--- src/rtl/uart_cmd_parser.sv ---
`default_nettype none
// ============================================================================
//  Module  : uart_cmd_parser
//  Brief   : Frames UART RX bytes (HDR, CMD, ~CMD) into held measurement
//            commands for the acquisition enable sequencer.
//  Revision: 1.0  initial release
// ============================================================================
module uart_cmd_parser #(
   parameter int unsigned HOLD_CYCLES  = 2_300_000,
   parameter int unsigned BYTE_TIMEOUT = 50_000,
   parameter logic [7:0]  HDR_BYTE     = 8'hAA
) (
   input  logic       sys_clk,
   input  logic       sys_rst,
   input  logic       uart_done,
   input  logic [7:0] uart_data,
   output logic [7:0] cmd_data,
   output logic       cmd_busy,
   output logic       frame_err
);

   localparam int unsigned        c_GAP_W     = $clog2(BYTE_TIMEOUT + 1);
   localparam logic [c_GAP_W-1:0] c_GAP_LAST  = c_GAP_W'(BYTE_TIMEOUT - 1);
   localparam logic [21:0]        c_HOLD_LAST = 22'(HOLD_CYCLES - 1);
   localparam logic [7:0]         c_CODE_1M   = 8'hFF;
   localparam logic [7:0]         c_CODE_5M   = 8'hEF;

   localparam logic [1:0] c_RX_IDLE  = 2'd0;
   localparam logic [1:0] c_RX_CMD   = 2'd1;
   localparam logic [1:0] c_RX_CHK   = 2'd2;

   localparam logic [1:0] c_OUT_IDLE = 2'd0;
   localparam logic [1:0] c_OUT_HOLD = 2'd1;
   localparam logic [1:0] c_OUT_GAP  = 2'd2;

   logic [1:0]         r_rx_state, w_rx_next;
   logic [7:0]         r_cmd, w_cmd_nxt;
   logic [c_GAP_W-1:0] r_gap_cnt, w_gap_nxt;
   logic               r_frame_ok, w_ok_nxt;
   logic               r_frame_err, w_err_nxt;
   logic [7:0]         r_ok_code;
   logic               w_in_frame, w_timeout, w_code_legal, w_chk_match;

   logic [1:0]         r_out_state, w_out_next;
   logic [7:0]         r_cmd_data, w_cmd_data_nxt;
   logic               r_cmd_busy, w_busy_nxt;
   logic [21:0]        r_hold_cnt, w_hold_nxt;

   assign w_in_frame   = (r_rx_state != c_RX_IDLE);
   assign w_timeout    = w_in_frame && !uart_done && (r_gap_cnt == c_GAP_LAST);
   assign w_code_legal = (r_cmd == c_CODE_1M) || (r_cmd == c_CODE_5M);
   assign w_chk_match  = (uart_data == ~r_cmd);

   // ---------------- receive FSM ----------------
   always_ff @(posedge sys_clk or posedge sys_rst) begin
      if (sys_rst) begin
         r_rx_state  <= c_RX_IDLE;
         r_cmd       <= 8'h00;
         r_gap_cnt   <= '0;
         r_frame_ok  <= 1'b0;
         r_frame_err <= 1'b0;
         r_ok_code   <= 8'h00;
      end else begin
         r_rx_state  <= w_rx_next;
         r_cmd       <= w_cmd_nxt;
         r_gap_cnt   <= w_gap_nxt;
         r_frame_ok  <= w_ok_nxt;
         r_frame_err <= w_err_nxt;
         if (w_ok_nxt) begin
            r_ok_code <= r_cmd;
         end
      end
   end

   always_comb begin
      w_rx_next = r_rx_state;
      case (r_rx_state)
         c_RX_IDLE: if (uart_done && (uart_data == HDR_BYTE)) w_rx_next = c_RX_CMD;
         c_RX_CMD : begin
            if (uart_done)      w_rx_next = c_RX_CHK;
            else if (w_timeout) w_rx_next = c_RX_IDLE;
         end
         c_RX_CHK : if (uart_done || w_timeout) w_rx_next = c_RX_IDLE;
         default  : w_rx_next = c_RX_IDLE;
      endcase
   end

   always_comb begin
      w_cmd_nxt = r_cmd;
      w_ok_nxt  = 1'b0;
      w_err_nxt = 1'b0;
      // Gap counter only runs while a frame is open and the line is quiet.
      if (!w_in_frame || uart_done || w_timeout) w_gap_nxt = '0;
      else                                       w_gap_nxt = r_gap_cnt + 1'b1;
      if ((r_rx_state == c_RX_CMD) && uart_done) w_cmd_nxt = uart_data;
      if ((r_rx_state == c_RX_CHK) && uart_done) begin
         if (w_code_legal && w_chk_match) w_ok_nxt  = 1'b1;
         else                             w_err_nxt = 1'b1;
      end
      if (w_timeout) w_err_nxt = 1'b1;
   end

   // ---------------- output FSM ----------------
   always_ff @(posedge sys_clk or posedge sys_rst) begin
      if (sys_rst) begin
         r_out_state <= c_OUT_IDLE;
         r_cmd_data  <= 8'h00;
         r_cmd_busy  <= 1'b0;
         r_hold_cnt  <= '0;
      end else begin
         r_out_state <= w_out_next;
         r_cmd_data  <= w_cmd_data_nxt;
         r_cmd_busy  <= w_busy_nxt;
         r_hold_cnt  <= w_hold_nxt;
      end
   end

   always_comb begin
      w_out_next = r_out_state;
      case (r_out_state)
         c_OUT_IDLE: if (r_frame_ok) w_out_next = c_OUT_HOLD;
         c_OUT_HOLD: begin
            if (r_frame_ok)                      w_out_next = c_OUT_GAP;
            else if (r_hold_cnt == c_HOLD_LAST)  w_out_next = c_OUT_IDLE;
         end
         c_OUT_GAP : w_out_next = c_OUT_HOLD;
         default   : w_out_next = c_OUT_IDLE;
      endcase
   end

   always_comb begin
      w_cmd_data_nxt = r_cmd_data;
      w_busy_nxt     = r_cmd_busy;
      w_hold_nxt     = r_hold_cnt;
      case (r_out_state)
         c_OUT_IDLE: begin
            if (r_frame_ok) begin
               w_cmd_data_nxt = r_ok_code;
               w_busy_nxt     = 1'b1;
               w_hold_nxt     = '0;
            end
         end
         c_OUT_HOLD: begin
            // A new frame pre-empts expiry so the sequencer always sees one 0x00 cycle.
            if (r_frame_ok || (r_hold_cnt == c_HOLD_LAST)) begin
               w_cmd_data_nxt = 8'h00;
               w_busy_nxt     = 1'b0;
            end else if (r_hold_cnt != '1) begin
               w_hold_nxt = r_hold_cnt + 1'b1;
            end
         end
         c_OUT_GAP: begin
            w_cmd_data_nxt = r_ok_code;
            w_busy_nxt     = 1'b1;
            w_hold_nxt     = '0;
         end
         default: begin
            w_cmd_data_nxt = 8'h00;
            w_busy_nxt     = 1'b0;
            w_hold_nxt     = '0;
         end
      endcase
   end

   assign cmd_data  = r_cmd_data;
   assign cmd_busy  = r_cmd_busy;
   assign frame_err = r_frame_err;

endmodule
`default_nettype wire

--- config.mk ---
export PLATFORM = sky130hd
export DESIGN_NAME = uart_cmd_parser
export DESIGN_NICKNAME = d
export VERILOG_FILES = /design/src/rtl/uart_cmd_parser.sv
export SDC_FILE = /design/constraint.sdc
export NUM_CORES = 1
export LEC_CHECK = 0
export CAP_MARGIN = 20
export CORE_MARGIN = 10
export CORE_UTILIZATION = 45
export CTS_CLUSTER_SIZE = 14
export DETAILED_ROUTE_END_ITERATION = 6
export SLEW_MARGIN = 5
export SYNTH_ARGS = -nofsm -noshare
export SYNTH_HDL_FRONTEND = slang
export SYNTH_SLANG_ARGS = --single-unit
--- constraint.sdc ---
create_clock -name sys_clk -period 3.4 [get_ports sys_clk]
set_clock_uncertainty 0.1 [all_clocks]
set_input_delay 0.85 -clock sys_clk [delete_from_list [all_inputs] [get_ports sys_clk]]
set_output_delay 0.85 -clock sys_clk [all_outputs]
set_load 0.03 [all_outputs]
==> results.cfg <==
[die]
fp-row-count = 31
start_util_pct = 46.7
die_h_um = 107
io_pins = 21
dieArea_mm2 = 0.0115
coreArea_mm2 = 0.00733
die_w_um = 107

[power_and_ir_drop]
swShare_pct = 22.0
ir_drop_v = 0.000183
pwr-share-comb_pct = 2.6
p_seq_share_pct = 50.4
powerDensity_mw_per_mm2 = 416
clkPwrFrac_pct = 47.0
power.switching_w = 0.000361
p_leak_nw = 1.71
p_int_w = 0.00128
p_total_w = 0.00164

[hold_path]
hold-path-endpoint = r_gap_cnt[0]
worstHoldPathCells = 1
hold_start = r_gap_cnt[0]
hp-class = reg -> reg

[timing]
clock.fmax_ghz = 0.372
finalHoldViolations = 0
worst_pin_slew_ps = 826
fin_tns_setup_ps = 0
post-route-period-util_pct = 79.1
rsz0062_at_grt = no
relSlewSlack_pct = 44.7
postLayoutSetupSlackWorst_ps = 710
finalMaxSlewViolations = 0
layout_min_cycle_time_ps = 2690
setup_viol = 0

[critical_path]
worstPathArrival_ps = 2820
max_stage_delay_ps = 550
r2r_end = r_hold_cnt[17]
path_cells = or4b_1, or4_4, o21a_1, and2_4, a221o_1
crit_path_start_kind = flop
crit_fanout = 11
r2r_slack_ps = 710
end_kind = flop
cp.required_ps = 3520
worstRegToRegCells = 5
cpMaxStageDelayCell = or4b_1
crit_type = reg -> reg
r2r-start = r_hold_cnt[18]
startpoint = r_hold_cnt[18]

[cells_and_area]
drive_gt1_share_pct = 12.8
nFillCells = 647
area_growth_pct = 15.3
diodes = 0
nets = 368
stdcell_area_mm2 = 0.00395
fin_cells = 458

[drt]
dr.first_iter.drc_count = 127
via_count = 2643
route.met2.wl_um = 3550
routed_wl_um = 7420
top_layer = met4
wl_met3_um = 167
wl_met1_um = 3600
wl_per_cell_um = 16.2
drc = 0
detail_route.first_pass.iterations = 4
viasPerCell = 5.77
antenna_left = 0

[global_route]
grt_pass1_wl_um = 13000
grt.overflow.total = 0
antenna_found_initial = 0
grt_start_max_net_pins = 43
first_global_vias = 2676
groute.usage.overall_pct = 13.7

[synthesis]
yosys.area.top_type_share_pct = 50.4
synth.distinct_cells = 62
synth_fp_nets = 346
ys.flop_type = dfrtp_1
ys.warnings.count = 0
synth_area_leader_cell = dfrtp_1
syn_area_mm2 = 0.00342
ys_async_sr_fraction_pct = 100
synth_edf_count = 0
seq_area_frac_synth_pct = 50.4
syn_inst = 332
ys_top_cells_by_area = dfrtp_1 50%, nor2_1 4.2%, nand3_1 3.4%
synth.avg_cell_area_um2 = 10.3
ys_ff_latch = 69

[cts]
cts_buffers = 9
post_cts_buffers = 0
cts.clk_slew.worst_paths_ps = 80
cts_root_buf = clkbuf_8
cts_sinks = 69
cts_hold_buf = 0
ctsResizeCount = 0
clock_latency_ps = 340
cts_tree = done
clock_path_buffers = 2
htree_levels = 3

[place]
dpl_cell_area_mm2 = 0.00371
port_buffers = 20
gp_congestion = 0.827
dp_cells = 441
dpl.hpwl_um = 5090
pre_cts_slack_ps = 509

[flow_run]
drv_cap = 0

[outcome]
outcome = completed
==> cells in the final DEF, fill, tap and decap left out, types with 3 or more instances in the layout <==
cell type and count:
ha_1 3, nor3_1 13, or4_1 3, xnor2_1 8, and3_1 7, a22o_1 9, a221o_1 3, nand4_1 8
inv_1 12, nand2_1 14, clkdlybuf4s50_1 20, xor2_1 7, buf_4 4, nor2_1 38, dfrtp_1 69, nor4_1 5
mux2_2 8, o21ai_1 4, o311ai_1 5, nand3b_1 3, clkbuf_8 10, a21oi_1 6, nor4b_1 6, or2_2 7
nand3_1 23, o311a_1 5, o211ai_1 7, o31ai_1 4
==> state kept, by name, indices dropped and copies added (netlist names) <==
signal / cells
cmd_busy: 1
cmd_data: 8
frame_err: 1
r_cmd: 8
r_frame_ok: 1
r_gap_cnt: 16
r_hold_cnt: 22
r_ok_code: 8
r_out_state: 2
r_rx_state: 2
==> worst max path at each step <==
stage                                 to  depth (start not counted)
after floorplan                 cmd_busy                          1
after global placement      r_ok_code[4]                          6
after detailed placement    r_ok_code[4]                          6
after CTS                 r_hold_cnt[17]                          5
after global routing      r_hold_cnt[19]                          5
final                     r_hold_cnt[17]                          5
==> kinds of logic after synthesis <==
logic type | synth area share (%)
buffers and inverters | 3.76
flip-flops | 50.4
XOR/XNOR | 3.84
AO/OA/AOI/OAI | 14.4
multiplexers | 2.92
adder cells (fa/ha/maj) | 1.10
AND/OR/NAND/NOR | 23.6
==> cell type report <==
type	count	area [um2]	area share [%]
Sequential cell	69	1730	43.7
Timing Repair Buffer	25	250	6.34
Clock buffer	10	138	3.48
Multi-Input combinational cell	236	1570	39.7
Tap cell	99	124	3.14
Clock inverter	6	93.8	2.38
Inverter	13	48.8	1.24
==> synth_stat cells (7+ instances only) <==
library cell and number:
a22o_1 9, and3_1 7, clkbuf_1 9, dfrtp_1 69, inv_1 13, mux2_2 8
nand2_1 14, nand3_1 23, nand4_1 8, nor2_1 38, nor3_1 13, o211ai_1 7
or2_2 7, xnor2_1 8, xor2_1 7
==> metrics by stage <==
| stage | hold slack, ps | util (%) |
|---|---|---|
| 2_1_floorplan | 333 | - |
| 3_3_place_gp | 349 | 50.6 |
| 3_5_place_dp | 357 | 50.6 |
| 4_1_cts | 367 | 53.8 |
| 5_1_grt | 392 | 53.9 |
| 6_report | 360 | 53.9 |
==> layer usage <==
metal / global-route usage (%) / vias to the layer above
met1: 18.0 / 1323
met2: 21.5 / 35
li1: - / 1277
met4: 6.09 / 0
met3: 2.51 / 8
met5: 0 / -
==> critical path: cells and delay by family, from the launching register on <==
family / cells / cell delay [ps]
AND/OR/NAND/NOR: 3 / 1360
AO/OA/AOI/OAI: 2 / 630
flip-flops: 1 / 470
==> power groups by stage <==
stage / Combinational, W / Sequential (W) / Clock (W)
after floorplan: 0.0000207 / 0.000844 / 0
after global placement: 0.0000438 / 0.000845 / 0
after detailed placement: 0.0000441 / 0.000845 / 0
after CTS: 0.0000444 / 0.000828 / 0.000795
after global routing: 0.0000487 / 0.000829 / 0.000828
final: 0.0000427 / 0.000828 / 0.000772
No activity file was read; power rests on OpenSTA's default activity.
